===== src/rtl/bpsk_frame_transmitter_if.sv =====
// Payload handshake between the framing logic (master) and the BPSK frame transmitter (slave).
// A word transfers on a rising clock edge where payload_valid && payload_ready are both high.
// A payload_valid seen while payload_ready is low is ignored: nothing is captured or queued.
interface bpsk_frame_transmitter_if #(
    parameter int PAYLOAD_WIDTH = 16
);
    logic [PAYLOAD_WIDTH-1:0] payload;
    logic                     payload_valid;
    logic                     payload_ready;

    modport master (
        output payload,
        output payload_valid,
        input  payload_ready
    );

    modport slave (
        input  payload,
        input  payload_valid,
        output payload_ready
    );
endinterface


===== src/rtl/bpsk_frame_transmitter.sv =====
// BPSK frame transmitter: preamble bits, then payload bits, as carrier periods
// on an unsigned AMPLITUDE-offset sample stream, followed by an idle guard gap.
module bpsk_frame_transmitter #(
    parameter int                         DATA_WIDTH      = 8,
    parameter int                         WAVELENGTH      = 4,
    parameter int                         AMPLITUDE       = 100,
    parameter int                         PREAMBLE_LENGTH = 8,
    parameter logic [PREAMBLE_LENGTH-1:0] PREAMBLE        = 8'b10110010,
    parameter int                         PAYLOAD_WIDTH   = 16,
    parameter int                         GUARD_CYCLES    = 4
) (
    input  logic                           clk,
    input  logic                           reset,
    bpsk_frame_transmitter_if.slave        tx_if,
    output logic [DATA_WIDTH-1:0]          signal_out,
    output logic                           tx_active,
    output logic                           done,
    output logic [1:0]                     state_dbg
);

    localparam int  TOTAL_BITS = PREAMBLE_LENGTH + PAYLOAD_WIDTH;
    localparam int  PHASE_W    = (WAVELENGTH > 1) ? $clog2(WAVELENGTH) : 1;
    localparam int  BIT_W      = $clog2(TOTAL_BITS + 1);
    localparam int  GUARD_W    = (GUARD_CYCLES > 1) ? $clog2(GUARD_CYCLES) : 1;
    localparam real PI         = 3.14159265358979323846;
    localparam logic [DATA_WIDTH-1:0] IDLE_LEVEL = DATA_WIDTH'(AMPLITUDE);

    if (2 * AMPLITUDE > (2 ** DATA_WIDTH) - 1) begin : g_amplitude_check
        $error("AMPLITUDE too large: 2*AMPLITUDE must fit in DATA_WIDTH bits");
    end

    typedef enum logic [1:0] {
        S_IDLE  = 2'd0,
        S_SEND  = 2'd1,
        S_GUARD = 2'd2
    } state_t;

    // Carrier sample k: AMPLITUDE + round(AMPLITUDE * sin(2*pi*k/WAVELENGTH)).
    function automatic logic [DATA_WIDTH-1:0] carrier(input int k);
        real s;
        int  r;
        s = real'(AMPLITUDE) * $sin(2.0 * PI * real'(k) / real'(WAVELENGTH));
        r = (s >= 0.0) ? $rtoi(s + 0.5) : -$rtoi(0.5 - s);
        return DATA_WIDTH'(AMPLITUDE + r);
    endfunction

    // A zero bit mirrors the carrier about midscale (180-degree flip).
    function automatic logic [DATA_WIDTH-1:0] bpsk_map(input logic                  bit_val,
                                                       input logic [DATA_WIDTH-1:0] carrier_s);
        logic [DATA_WIDTH:0] flipped;
        flipped = (DATA_WIDTH + 1)'(2 * AMPLITUDE) - {1'b0, carrier_s};
        return bit_val ? carrier_s : flipped[DATA_WIDTH-1:0];
    endfunction

    logic [DATA_WIDTH-1:0] lut [WAVELENGTH];

    for (genvar k = 0; k < WAVELENGTH; k++) begin : g_lut
        assign lut[k] = carrier(k);
    end

    state_t                  state, state_n;
    logic [TOTAL_BITS-1:0]   shreg, shreg_n;
    logic [PHASE_W-1:0]      phase, phase_n;
    logic [BIT_W-1:0]        bit_cnt, bit_cnt_n;
    logic [GUARD_W-1:0]      guard_cnt, guard_cnt_n;
    logic [DATA_WIDTH-1:0]   signal_n;
    logic                    tx_active_n;
    logic                    done_n;
    logic                    handshake;
    logic                    last_phase;
    logic                    last_bit;
    logic                    last_guard;

    assign tx_if.payload_ready = (state == S_IDLE);
    assign handshake           = tx_if.payload_valid && tx_if.payload_ready;
    assign last_phase          = (phase == PHASE_W'(WAVELENGTH - 1));
    assign last_bit            = (bit_cnt == BIT_W'(TOTAL_BITS - 1));
    assign last_guard          = (guard_cnt == GUARD_W'(GUARD_CYCLES - 1));
    assign state_dbg           = state;

    always_ff @(posedge clk or posedge reset) begin
        if (reset) begin
            state      <= S_IDLE;
            shreg      <= '0;
            phase      <= '0;
            bit_cnt    <= '0;
            guard_cnt  <= '0;
            signal_out <= IDLE_LEVEL;
            tx_active  <= 1'b0;
            done       <= 1'b0;
        end else begin
            state      <= state_n;
            shreg      <= shreg_n;
            phase      <= phase_n;
            bit_cnt    <= bit_cnt_n;
            guard_cnt  <= guard_cnt_n;
            signal_out <= signal_n;
            tx_active  <= tx_active_n;
            done       <= done_n;
        end
    end

    always_comb begin
        state_n     = state;
        shreg_n     = shreg;
        phase_n     = phase;
        bit_cnt_n   = bit_cnt;
        guard_cnt_n = guard_cnt;
        done_n      = 1'b0;

        case (state)
            S_IDLE: begin
                if (handshake) begin
                    state_n   = S_SEND;
                    shreg_n   = {PREAMBLE, tx_if.payload};
                    phase_n   = '0;
                    bit_cnt_n = '0;
                end
            end
            S_SEND: begin
                if (last_phase) begin
                    phase_n   = '0;
                    shreg_n   = shreg << 1;
                    bit_cnt_n = bit_cnt + 1'b1;
                    if (last_bit) begin
                        guard_cnt_n = '0;
                        if (GUARD_CYCLES == 0) begin
                            state_n = S_IDLE;
                            done_n  = 1'b1;
                        end else begin
                            state_n = S_GUARD;
                        end
                    end
                end else begin
                    phase_n = phase + 1'b1;
                end
            end
            S_GUARD: begin
                if (last_guard) begin
                    state_n     = S_IDLE;
                    guard_cnt_n = '0;
                    done_n      = 1'b1;
                end else begin
                    guard_cnt_n = guard_cnt + 1'b1;
                end
            end
            default: state_n = S_IDLE;
        endcase

        // The output register is loaded from the next-state view so the first
        // sample appears on the cycle right after the handshake.
        if (state_n == S_SEND) begin
            signal_n = bpsk_map(shreg_n[TOTAL_BITS-1], lut[phase_n]);
        end else begin
            signal_n = IDLE_LEVEL;
        end
        tx_active_n = (state_n == S_SEND);
    end

endmodule

===== src/flat_wrapper.sv =====
// flat-port wrapper written by rule: the top's interface ports become plain ports
module bpsk_frame_transmitter_flat 
#(
    parameter int                         DATA_WIDTH      = 8,
    parameter int                         WAVELENGTH      = 4,
    parameter int                         AMPLITUDE       = 100,
    parameter int                         PREAMBLE_LENGTH = 8,
    parameter logic [PREAMBLE_LENGTH-1:0] PREAMBLE        = 8'b10110010,
    parameter int                         PAYLOAD_WIDTH   = 16,
    parameter int                         GUARD_CYCLES    = 4
)
  (clk, reset, signal_out, tx_active, done, state_dbg, tx_if_payload, tx_if_payload_valid, tx_if_payload_ready);
  bpsk_frame_transmitter_if #(.PAYLOAD_WIDTH(PAYLOAD_WIDTH)) tx_if_i ();
  input  logic clk;
  input  logic reset;
  output logic [DATA_WIDTH-1:0] signal_out;
  output logic tx_active;
  output logic done;
  output logic [1:0] state_dbg;
  input wire logic [$bits(tx_if_i.payload)-1:0] tx_if_payload;
  input wire logic [$bits(tx_if_i.payload_valid)-1:0] tx_if_payload_valid;
  output wire logic [$bits(tx_if_i.payload_ready)-1:0] tx_if_payload_ready;
  assign tx_if_i.payload = tx_if_payload;
  assign tx_if_i.payload_valid = tx_if_payload_valid;
  assign tx_if_payload_ready = tx_if_i.payload_ready;
  bpsk_frame_transmitter #(.DATA_WIDTH(DATA_WIDTH), .WAVELENGTH(WAVELENGTH), .AMPLITUDE(AMPLITUDE), .PREAMBLE_LENGTH(PREAMBLE_LENGTH), .PREAMBLE(PREAMBLE), .PAYLOAD_WIDTH(PAYLOAD_WIDTH), .GUARD_CYCLES(GUARD_CYCLES)) u_core (.clk(clk), .reset(reset), .tx_if(tx_if_i), .signal_out(signal_out), .tx_active(tx_active), .done(done), .state_dbg(state_dbg));
endmodule

===== config.mk =====
export PLATFORM = sky130hd
export DESIGN_NAME = bpsk_frame_transmitter_flat
export DESIGN_NICKNAME = d
export VERILOG_FILES = /design/src/rtl/bpsk_frame_transmitter_if.sv /design/src/rtl/bpsk_frame_transmitter.sv /design/src/flat_wrapper.sv
export SDC_FILE = /design/constraint.sdc
export NUM_CORES = 1
export LEC_CHECK = 0
export BUFFER_PORTS_ARGS = -buffer_cell sky130_fd_sc_hd__buf_2
export CAP_MARGIN = 5
export CORE_MARGIN = 5
export CORE_UTILIZATION = 25
export DETAILED_ROUTE_END_ITERATION = 6
export HOLD_SLACK_MARGIN = 0.05
export SKIP_CTS_REPAIR_TIMING = 1
export SLEW_MARGIN = 20
export SYNTH_ARGS = -nofsm -noshare
export SYNTH_HDL_FRONTEND = slang
export SYNTH_SLANG_ARGS = --single-unit

===== constraint.sdc =====
create_clock -name clk -period 2.7 [get_ports clk]
set_input_delay 0.675 -clock clk [delete_from_list [all_inputs] [get_ports clk]]
set_output_delay 0.675 -clock clk [all_outputs]
set_load 0.01 [all_outputs]

==> flow_summary.yaml, run 1 <==
worst_setup_path:
  crit_path_end_kind: "flop"
  path_delay_family: "simple AND/OR/NAND/NOR gates"
  cp.required_ns: 2.91
  arrival_ns: 2.32
  worstPathCellList: "inv_1 > ha_1 > nor2_1 > nor3_4 > buf_4 > nor2_1 > a21oi_1"
  worstPathMaxFanout: 40
  cpPeakStageDelay_ns: 0.50
  slowest_stage: "ha_1"
  crit_buf_inv: 2
  start_kind: "flop"
  critPathMostFrequentCell: "nor2_1"
  worstSetupPathType: "flop to flop"
layout:
  fill_cells: 824
  antenna-diode-count: 0
  drive_gt1_frac: 0.2824
  nets: 241
  syn_to_final_growth_pct: 18.19
  multi_input_area_sq_um: 879.6
  final_common_cell: "dfrtp_1"
  final_cell_mix: "39 x dfrtp_1, 29 x buf_2, 25 x nor2_1, 22 x a21oi_1, 15 x a22oi_1"
  seq_area_sq_um: 1028
synthesis:
  synth.avg_cell_area_sq_um: 10.72
  synth-edff-count: 0
  synth_compound_area_frac: 0.1895
  ys_seq_elements: 41
  yosys_warnings: 0
  syn_area_sq_um: 1994
  synth_cells: 186
  yosys-top-cells-area: "dfrtp_1 49%, a22oi_1 5.6%, a21oi_1 5.5%"
  yosysTopAreaCell: "dfrtp_1"
  async_reset_ff_frac: 1.000
  ys_types: 40
  yosysSeqAreaShare: 0.5157
  synth_mux_area_frac: 0.02384
  synth-simple-area-share: 0.1537
  synthAdderAreaFrac: 0.04391
  synth_top_family_by_area: "compound AO/OA/AOI/OAI gates"
  synth_xor_area_frac: 0.02133
  synth.top_cell.area_share: 0.4893
  synth_ff_type: "dfrtp_1"
routing:
  final_antenna_net_count: 0
  num_vias: 1460
  finalWirelength_mm: 3.908
  wire_per_inst_um: 12.29
  drt-vias-per-instance: 4.591
  drtPass1Iterations: 4
  drt_iter0_markers: 94
  route.detailed.drc: 0
placed_design:
  dp_slack_ns: 0.6107
  gp_congestion: 0.7185
  port_buffers: 29
  dp_hpwl_mm: 2.673
die:
  coreArea_sq_um: 7767
  start_util: 0.2568
  dieHeight_um: 99.32
  dieArea_sq_um: 9863
  die_x_um: 99.32
  num_rows: 32
  io_pins: 32
power_and_ir_drop:
  leakage_nw: 1.042
  clkPwrFrac: 0.195
  power_switching_share: 0.3731
  p_switching_w: 0.0009726
  power_frac_seq: 0.386
  power_frac_comb: 0.419
  peakVddDrop_mv: 0.4360
  finalPower_w: 0.002607
  power.internal_w: 0.001634
  power_density_nw_per_um2: 1106
cts:
  numClockSinks: 41
  htree_levels: 2
  cts_root_buf: "clkbuf_8"
  cts_buffer_depth: 2
  cts_tree: "yes"
  cts.clk_slew.worst_paths_ns: 0.08
  clock_latency_ns: 0.29
  numCtsBuffers: 5
timing:
  slew_violations: 0
  grt_setup_unrepaired: "no"
  fin_tns_setup_ns: 0
  fmax_mhz: 473.5
  fin_skew_ns: 0.005393
  setup_ws_ns: 0.5880
  period_share: 0.7822
  relSlewSlack: 0.6394
  setup_viol: 0
  tightest_slew_ns: 0.5410
  finalCriticalPeriod_ns: 2.112
  final-hold-violation-count: 0
grt:
  grt_overflow: 0
  antenna_found_initial: 0
  first_global_vias: 1454
  grt_first_pass_wirelength_mm: 6.900
  grt_max_degree: 42
  grt_use_total: 0.08450
job:
  max_cap_violations: 0
min_path:
  hp-class: "primary input to async pin"
run_status:
  run_status: "finished, final reports clean"
synth_stat cells (2+ instances only):
library cell,count
nor2b_1,5
and2_1,2
clkbuf_1,3
a22o_2,3
nor4_1,2
a22oi_1,15
a21oi_1,22
dfrtp_1,39
o21ai_0,5
xnor2_1,3
mux2_2,3
inv_1,7
nor2_1,25
buf_4,5
buf_2,5
nand4b_1,2
ha_1,7
nand3_1,6
nand2_1,2
dfstp_2,2
a22o_1,4
sequential cells by signal, indices dropped and copies added, names as in the netlist:
register / flops
u_core.signal_out: 4
u_core.bit_cnt: 5
u_core.shreg: 24
u_core.state_dbg: 2
u_core.done: 1
u_core.guard_cnt: 2
u_core.phase: 2
u_core.tx_active: 1
layout make-up:
class / instances / share of cell area
Sequential cell: 41 / 0.4363
Multi-Input combinational cell: 127 / 0.3731
Timing Repair Buffer: 33 / 0.07431
Tap cell: 102 / 0.05414
Clock buffer: 6 / 0.03503
Clock inverter: 2 / 0.01592
Inverter: 7 / 0.01115
cells by family after synthesis:
family	Yosys count
compound gates	55
simple gates	54
flops	41
buf+inv	20
fa+ha+maj	7
xor+xnor	4
mux	4
other cells	1
power groups by stage:
| stage | Sequential [W] | Clock [W] | Combinational, W |
|---|---|---|---|
| 2_1_floorplan | 0.00100 | 0 | 0.000882 |
| 3_3_place_gp | 0.00101 | 0 | 0.00108 |
| 3_5_place_dp | 0.00102 | 0 | 0.00111 |
| 4_1_cts | 0.00101 | 0.000531 | 0.00111 |
| 5_1_grt | 0.00104 | 0.000555 | 0.00124 |
| 6_report | 0.00101 | 0.000508 | 0.00109 |
per-layer routing:
layer	part of all wire	up-vias	wire length [um]	global-route usage
li1	-	718	-	-
met1	0.48	704	1889	0.1163
met2	0.45	35	1769	0.1302
met3	0.058	3	228	0.02665
met4	0.0054	0	21	0.01891
met5	0	-	0	0
worst paths after layout:
kind | slack (ns) | from | cells after the start | end
setup reg to reg | 0.59 | u_core.state_dbg[1] | 7 | u_core.shreg[20]
hold reg to reg | 0.50 | u_core.guard_cnt[1] | 1 | u_core.guard_cnt[1]
min in group clk | 0.50 | u_core.guard_cnt[1] | 1 | u_core.guard_cnt[1]
hold / removal | 0.50 | reset | 3 | u_core.shreg[19]
setup / recovery | 0.59 | u_core.state_dbg[1] | 7 | u_core.shreg[20]
max in group asynchronous | 1.82 | reset | 3 | u_core.signal_out[6]
stage by stage:
step	hold WS [ns]	cell area [sq um]	cells	utilization
3_5_place_dp	0.4841	2237	310	0.2880
2_1_floorplan	0.4671	2002	188	-
6_report	0.4968	2357	318	0.3035
4_1_cts	0.5020	2357	318	0.3035
5_1_grt	0.5226	2357	318	0.3035
3_3_place_gp	0.4800	2237	310	0.2880
worst min-delay path: stages:
cell   delay (ns)
buf_2        0.09
inv_1        0.04
buf_4        0.43
Note: power is estimated with default switching activity, not from simulation.
==> inputs of run 2 (changes only) <==
- clock period: 2.7 -> 2.1 ns (I/O delays scaled with it)
==> run 2 against run 1 <==
Against the previous run:
- wire length rose by 3.6%
- die area did not move
- sequential share of layout area rose by 0.35 points
- worst setup slack got worse by 0.43 ns
- cell count rose by 0.31%
- sequential power rose by 28%
- critical path depth fell by 2
- via count rose by 0.48%
- flip-flop and latch count did not move
- combinational power rose by 35%
- maximum frequency rose by 8.6%
- largest power group unchanged
==> flow_summary.yaml, run 2 (synthesized netlist as in run 1, its figures left out) <==
routing:
  route.detailed.drc: 0
  wire_per_inst_um: 12.69
  drt_iter0_markers: 65
  num_vias: 1467
  drt-vias-per-instance: 4.599
  final_antenna_net_count: 0
  drtPass1Iterations: 4
  finalWirelength_mm: 4.049
timing:
  finalCriticalPeriod_ns: 1.945
  hold_slack_ns: 0.3446
  tightest_slew_ns: 0.5220
  grt_setup_unrepaired: "no"
  slew_violations: 0
  relSlewSlack: 0.6520
  fin_tns_setup_ns: 0
  fmax_mhz: 514.2
  setup_viol: 0
  final-hold-violation-count: 0
  period_share: 0.9260
  fin_skew_ns: 0.005287
worst_setup_path:
  cp.required_ns: 2.30
  arrival_ns: 2.14
  crit_path_end_kind: "flop"
  start_kind: "flop"
  worstPathMaxFanout: 8
  worstSetupPathType: "flop to flop"
layout:
  largest_reg_flops: 24
  final_common_cell: "dfrtp_1"
  syn_to_final_growth_pct: 17.25
  multi_input_area_sq_um: 879.6
  fill_cells: 820
  antenna-diode-count: 0
  seq_area_sq_um: 1028
  final_cell_mix: "39 x dfrtp_1, 29 x buf_2, 25 x nor2_1, 22 x a21oi_1, 15 x a22oi_1"
  nets: 242
  largestRegisters: "u_core.shreg x24, u_core.bit_cnt x5, u_core.signal_out x4"
  regMostFlops: "u_core.shreg"
  drive_gt1_frac: 0.2765
die:
  io_pins: 32
  dieArea_sq_um: 9863
  coreArea_sq_um: 7767
  num_rows: 32
  die_x_um: 99.32
  dieHeight_um: 99.32
  start_util: 0.2568
power_and_ir_drop:
  power_frac_seq: 0.395
  power_frac_comb: 0.451
  power.internal_w: 0.001996
  clkPwrFrac: 0.154
  p_switching_w: 0.001272
  peakVddDrop_mv: 0.5798
  power_switching_share: 0.3892
  power_density_nw_per_um2: 1397
  leakage_nw: 1.036
grt:
  grt_first_pass_wirelength_mm: 7.245
  first_global_vias: 1566
  grt_max_degree: 42
  antenna_found_initial: 0
  grt_overflow: 0
  grt_use_total: 0.09062
cts:
  numClockSinks: 41
  numCtsBuffers: 5
  cts.clk_slew.worst_paths_ns: 0.08
  htree_levels: 2
  cts_tree: "yes"
  cts_buffer_depth: 2
  clock_latency_ns: 0.29
  cts_root_buf: "clkbuf_8"
placed_design:
  port_buffers: 29
  dp_hpwl_mm: 2.784
  gp_congestion: 0.7744
job:
  max_cap_violations: 0
min_path:
  hp-class: "primary input to async pin"
run_status:
  run_status: "finished, final reports clean"
==> run 2: cell count changes in the layout (fill, tap and decap cells not counted), sizes merged <==
cell,previous run,this run
clkinvlp,1,0
clkinv,0,1
bufinv,1,0
buf,33,34
clkbuf,6,7
==> run 2: final timing paths <==
check | slack [ns] | to | cells after the start | startpoint
max | 0.16 | u_core.signal_out[3] | 5 | u_core.state_dbg[1]
min | 0.34 | u_core.shreg[9] | 3 | reset
max reg2reg | 0.16 | u_core.signal_out[3] | 5 | u_core.state_dbg[1]
min reg2reg | 0.50 | u_core.guard_cnt[1] | 1 | u_core.guard_cnt[1]
max in group asynchronous | 1.38 | u_core.signal_out[5] | 3 | reset
min in group clk | 0.46 | u_core.shreg[0] | 3 | tx_if_payload[0]
==> run 2: metal layers <==
layer	vias up	global-route usage	part of all wire
met5	-	0	0
met4	0	0.03571	0.017
met3	7	0.02945	0.063
met2	38	0.1467	0.46
met1	703	0.1117	0.46
li1	719	-	-
==> run 2: final cells by class <==
class	count	area share
clock buffers	7	0.03264
clock inverters	1	0.002140
inverters	7	0.01124
multi-input cells	127	0.3761
flip-flops and latches	41	0.4398
well taps	102	0.05457
repair buffers	34	0.08347
==> run 2: power groups by stage <==
stage	clock network, W	registers, W	logic, W
after global placement	0	0.00130	0.00145
after detailed placement	0	0.00131	0.00149
after CTS	0.000524	0.00130	0.00149
final	0.000502	0.00129	0.00147
after global routing	0.000562	0.00134	0.00168
after floorplan	0	0.00129	0.00113
==> run 2: worst max-delay path, cell delays in order (launching register included) <==
cell      delay (ns)
dfrtp_1         0.43
inv_1           0.11
ha_1            0.32
mux2i_2         0.46
mux2_2          0.28
nor4bb_2        0.26
==> run 2: through the flow <==
step           worst slack [ns]  total power [W]  cell area (sq um)  cells    util
6_report                 0.1554         0.003267               2338    319  0.3011
5_1_grt                 0.03289         0.003578               2338    319  0.3011
4_1_cts                  0.1620         0.003313               2338    319  0.3011
3_5_place_dp             0.1614         0.002796               2257    311  0.2906
3_3_place_gp             0.2691         0.002747               2257    311  0.2906
2_1_floorplan            0.3089         0.002422               2002    188       -
==> inputs of run 3 (changes only) <==
- CORE_UTILIZATION: 25 -> 55
- PLACE_DENSITY: not set -> 0.78
- clock period: 2.1 -> 1.9 ns (I/O delays scaled with it)
==> run 3 against run 2 <==
Against the previous run:
- count of clock-buffer cells in the layout fell by 1
- clock power rose by 18%
- clock skew rose by 0.0075 ns
- wire length fell by 8.2%
- cell count fell by 17%
- design area fell by 1.8%
- first-iteration DRC count rose by 60%
- critical endpoint is now tx_if_payload_ready
- largest power group unchanged
==> flow_summary.yaml, run 3 (synthesized netlist as in run 1, its figures left out) <==
run_status:
  run_status: "finished, final reports clean"
worst_setup_path:
  arrival_ns: 1.35
  worstSetupPathType: "flop to output pin"
  crit_path_end_kind: "output pin"
  cpPeakStageDelay_ns: 0.43
  slowest_stage: "dfrtp_1"
  worstPathCellList: "inv_1 > ha_2 > buf_2"
  worstPathMaxFanout: 8
  cp.required_ns: 1.42
  start_kind: "flop"
cts:
  cts_buffer_depth: 2
  htree_levels: 2
  clock_latency_ns: 0.34
  cts_root_buf: "clkbuf_4"
  numClockSinks: 41
  numCtsBuffers: 5
  cts_tree: "yes"
  cts.clk_slew.worst_paths_ns: 0.12
die:
  io_pins: 32
  start_util: 0.5839
  die_x_um: 70.22
  coreArea_sq_um: 3416
  dieArea_sq_um: 4930
  num_rows: 21
  dieHeight_um: 70.22
layout:
  final_common_cell: "dfrtp_1"
  syn_to_final_growth_pct: 15.18
  nets: 244
  antenna-diode-count: 0
  utilization: 0.6725
  drive_gt1_frac: 0.3059
  regMostFlops: "u_core.shreg"
  final_cell_mix: "39 x dfrtp_1, 29 x buf_2, 25 x nor2_1, 22 x a21oi_1, 15 x a22oi_1"
  fill_cells: 258
  largestRegisters: "u_core.shreg x24, u_core.bit_cnt x5, u_core.signal_out x4"
  largest_reg_flops: 24
timing:
  grt_setup_unrepaired: "yes"
  fin_skew_ns: 0.01282
  slew_violations: 0
  fin_tns_setup_ns: 0
  final-hold-violation-count: 0
  setup_viol: 0
  fmax_mhz: 547.2
  period_share: 0.9619
  finalCriticalPeriod_ns: 1.828
routing:
  route.detailed.drc: 0
  drt_iter0_markers: 104
  finalWirelength_mm: 3.716
  final_antenna_net_count: 0
  wire_per_inst_um: 14.02
  drtPass1Iterations: 4
  num_vias: 1462
  drt-vias-per-instance: 5.517
power_and_ir_drop:
  peakVddDrop_mv: 0.7926
  power_density_nw_per_um2: 1599
  leakage_nw: 1.046
  finalPower_w: 0.003674
placed_design:
  port_buffers: 29
  gp_congestion: 0.8760
  dp_hpwl_mm: 2.673
grt:
  grt_use_total: 0.1685
  antenna_found_initial: 0
  grt_overflow: 0
  grt_max_degree: 42
  grt_first_pass_wirelength_mm: 6.748
  first_global_vias: 1525
min_path:
  hp-class: "primary input to async pin"
job:
  max_cap_violations: 0
## run 3: routing by layer
| layer | track usage | share of wire | up-vias |
|---|---|---|---|
| li1 | - | - | 717 |
| met1 | 0.2032 | 0.44 | 695 |
| met2 | 0.2875 | 0.50 | 44 |
| met3 | 0.04878 | 0.048 | 6 |
| met4 | 0.05745 | 0.016 | 0 |
| met5 | 0 | 0 | - |
## run 3: cell type report
class | count | area [sq um] | share of cell area
Sequential cell | 41 | 1028 | 0.4477
Timing Repair Buffer | 36 | 210.2 | 0.09150
Clock inverter | 2 | 37.54 | 0.01634
Clock buffer | 6 | 51.30 | 0.02233
Multi-Input combinational cell | 127 | 885.9 | 0.3856
Inverter | 7 | 26.28 | 0.01144
Tap cell | 46 | 57.56 | 0.02505
## run 3: through the flow
| stage | hold WS (ns) | instances | instance area (sq um) | setup WS, ns |
|---|---|---|---|---|
| 2_1_floorplan | 0.4671 | 188 | 2002 | 0.1089 |
| 5_1_grt | 0.2613 | 265 | 2297 | -0.02441 |
| 4_1_cts | 0.2261 | 264 | 2283 | -0.03822 |
| 3_5_place_dp | 0.5008 | 256 | 2195 | 0.01664 |
| 3_3_place_gp | 0.4783 | 256 | 2195 | 0.1500 |
| 6_report | 0.2261 | 265 | 2297 | 0.07247 |
## run 3: worst paths after layout
path | start | endpoint | slack [ns] | cells after the start
min in group clk | tx_if_payload[0] | u_core.shreg[0] | 0.36 | 3
max in group asynchronous | reset | u_core.signal_out[5] | 1.31 | 3
setup reg to reg | u_core.state_dbg[1] | u_core.bit_cnt[0] | 0.12 | 6
hold / removal | reset | u_core.bit_cnt[2] | 0.23 | 3
setup / recovery | u_core.state_dbg[1] | tx_if_payload_ready | 0.07 | 3
hold reg to reg | u_core.guard_cnt[1] | u_core.guard_cnt[1] | 0.53 | 1
## run 3: worst max-delay path: cells and delay by family, from the launching register on
kind,cells,cell delay (ns)
DFF,1,0.43
buffers and inverters,2,0.30
adders and majority gates,1,0.29
## run 3: power breakdown
| part | total [W] | internal [W] | switching [W] |
|---|---|---|---|
| registers | 0.00143 | 0.00123 | 0.000201 |
| clock network | 0.000593 | 0.000313 | 0.000281 |
| logic | 0.00165 | 0.000745 | 0.000904 |
| total | 0.00367 | 0.00229 | 0.00139 |
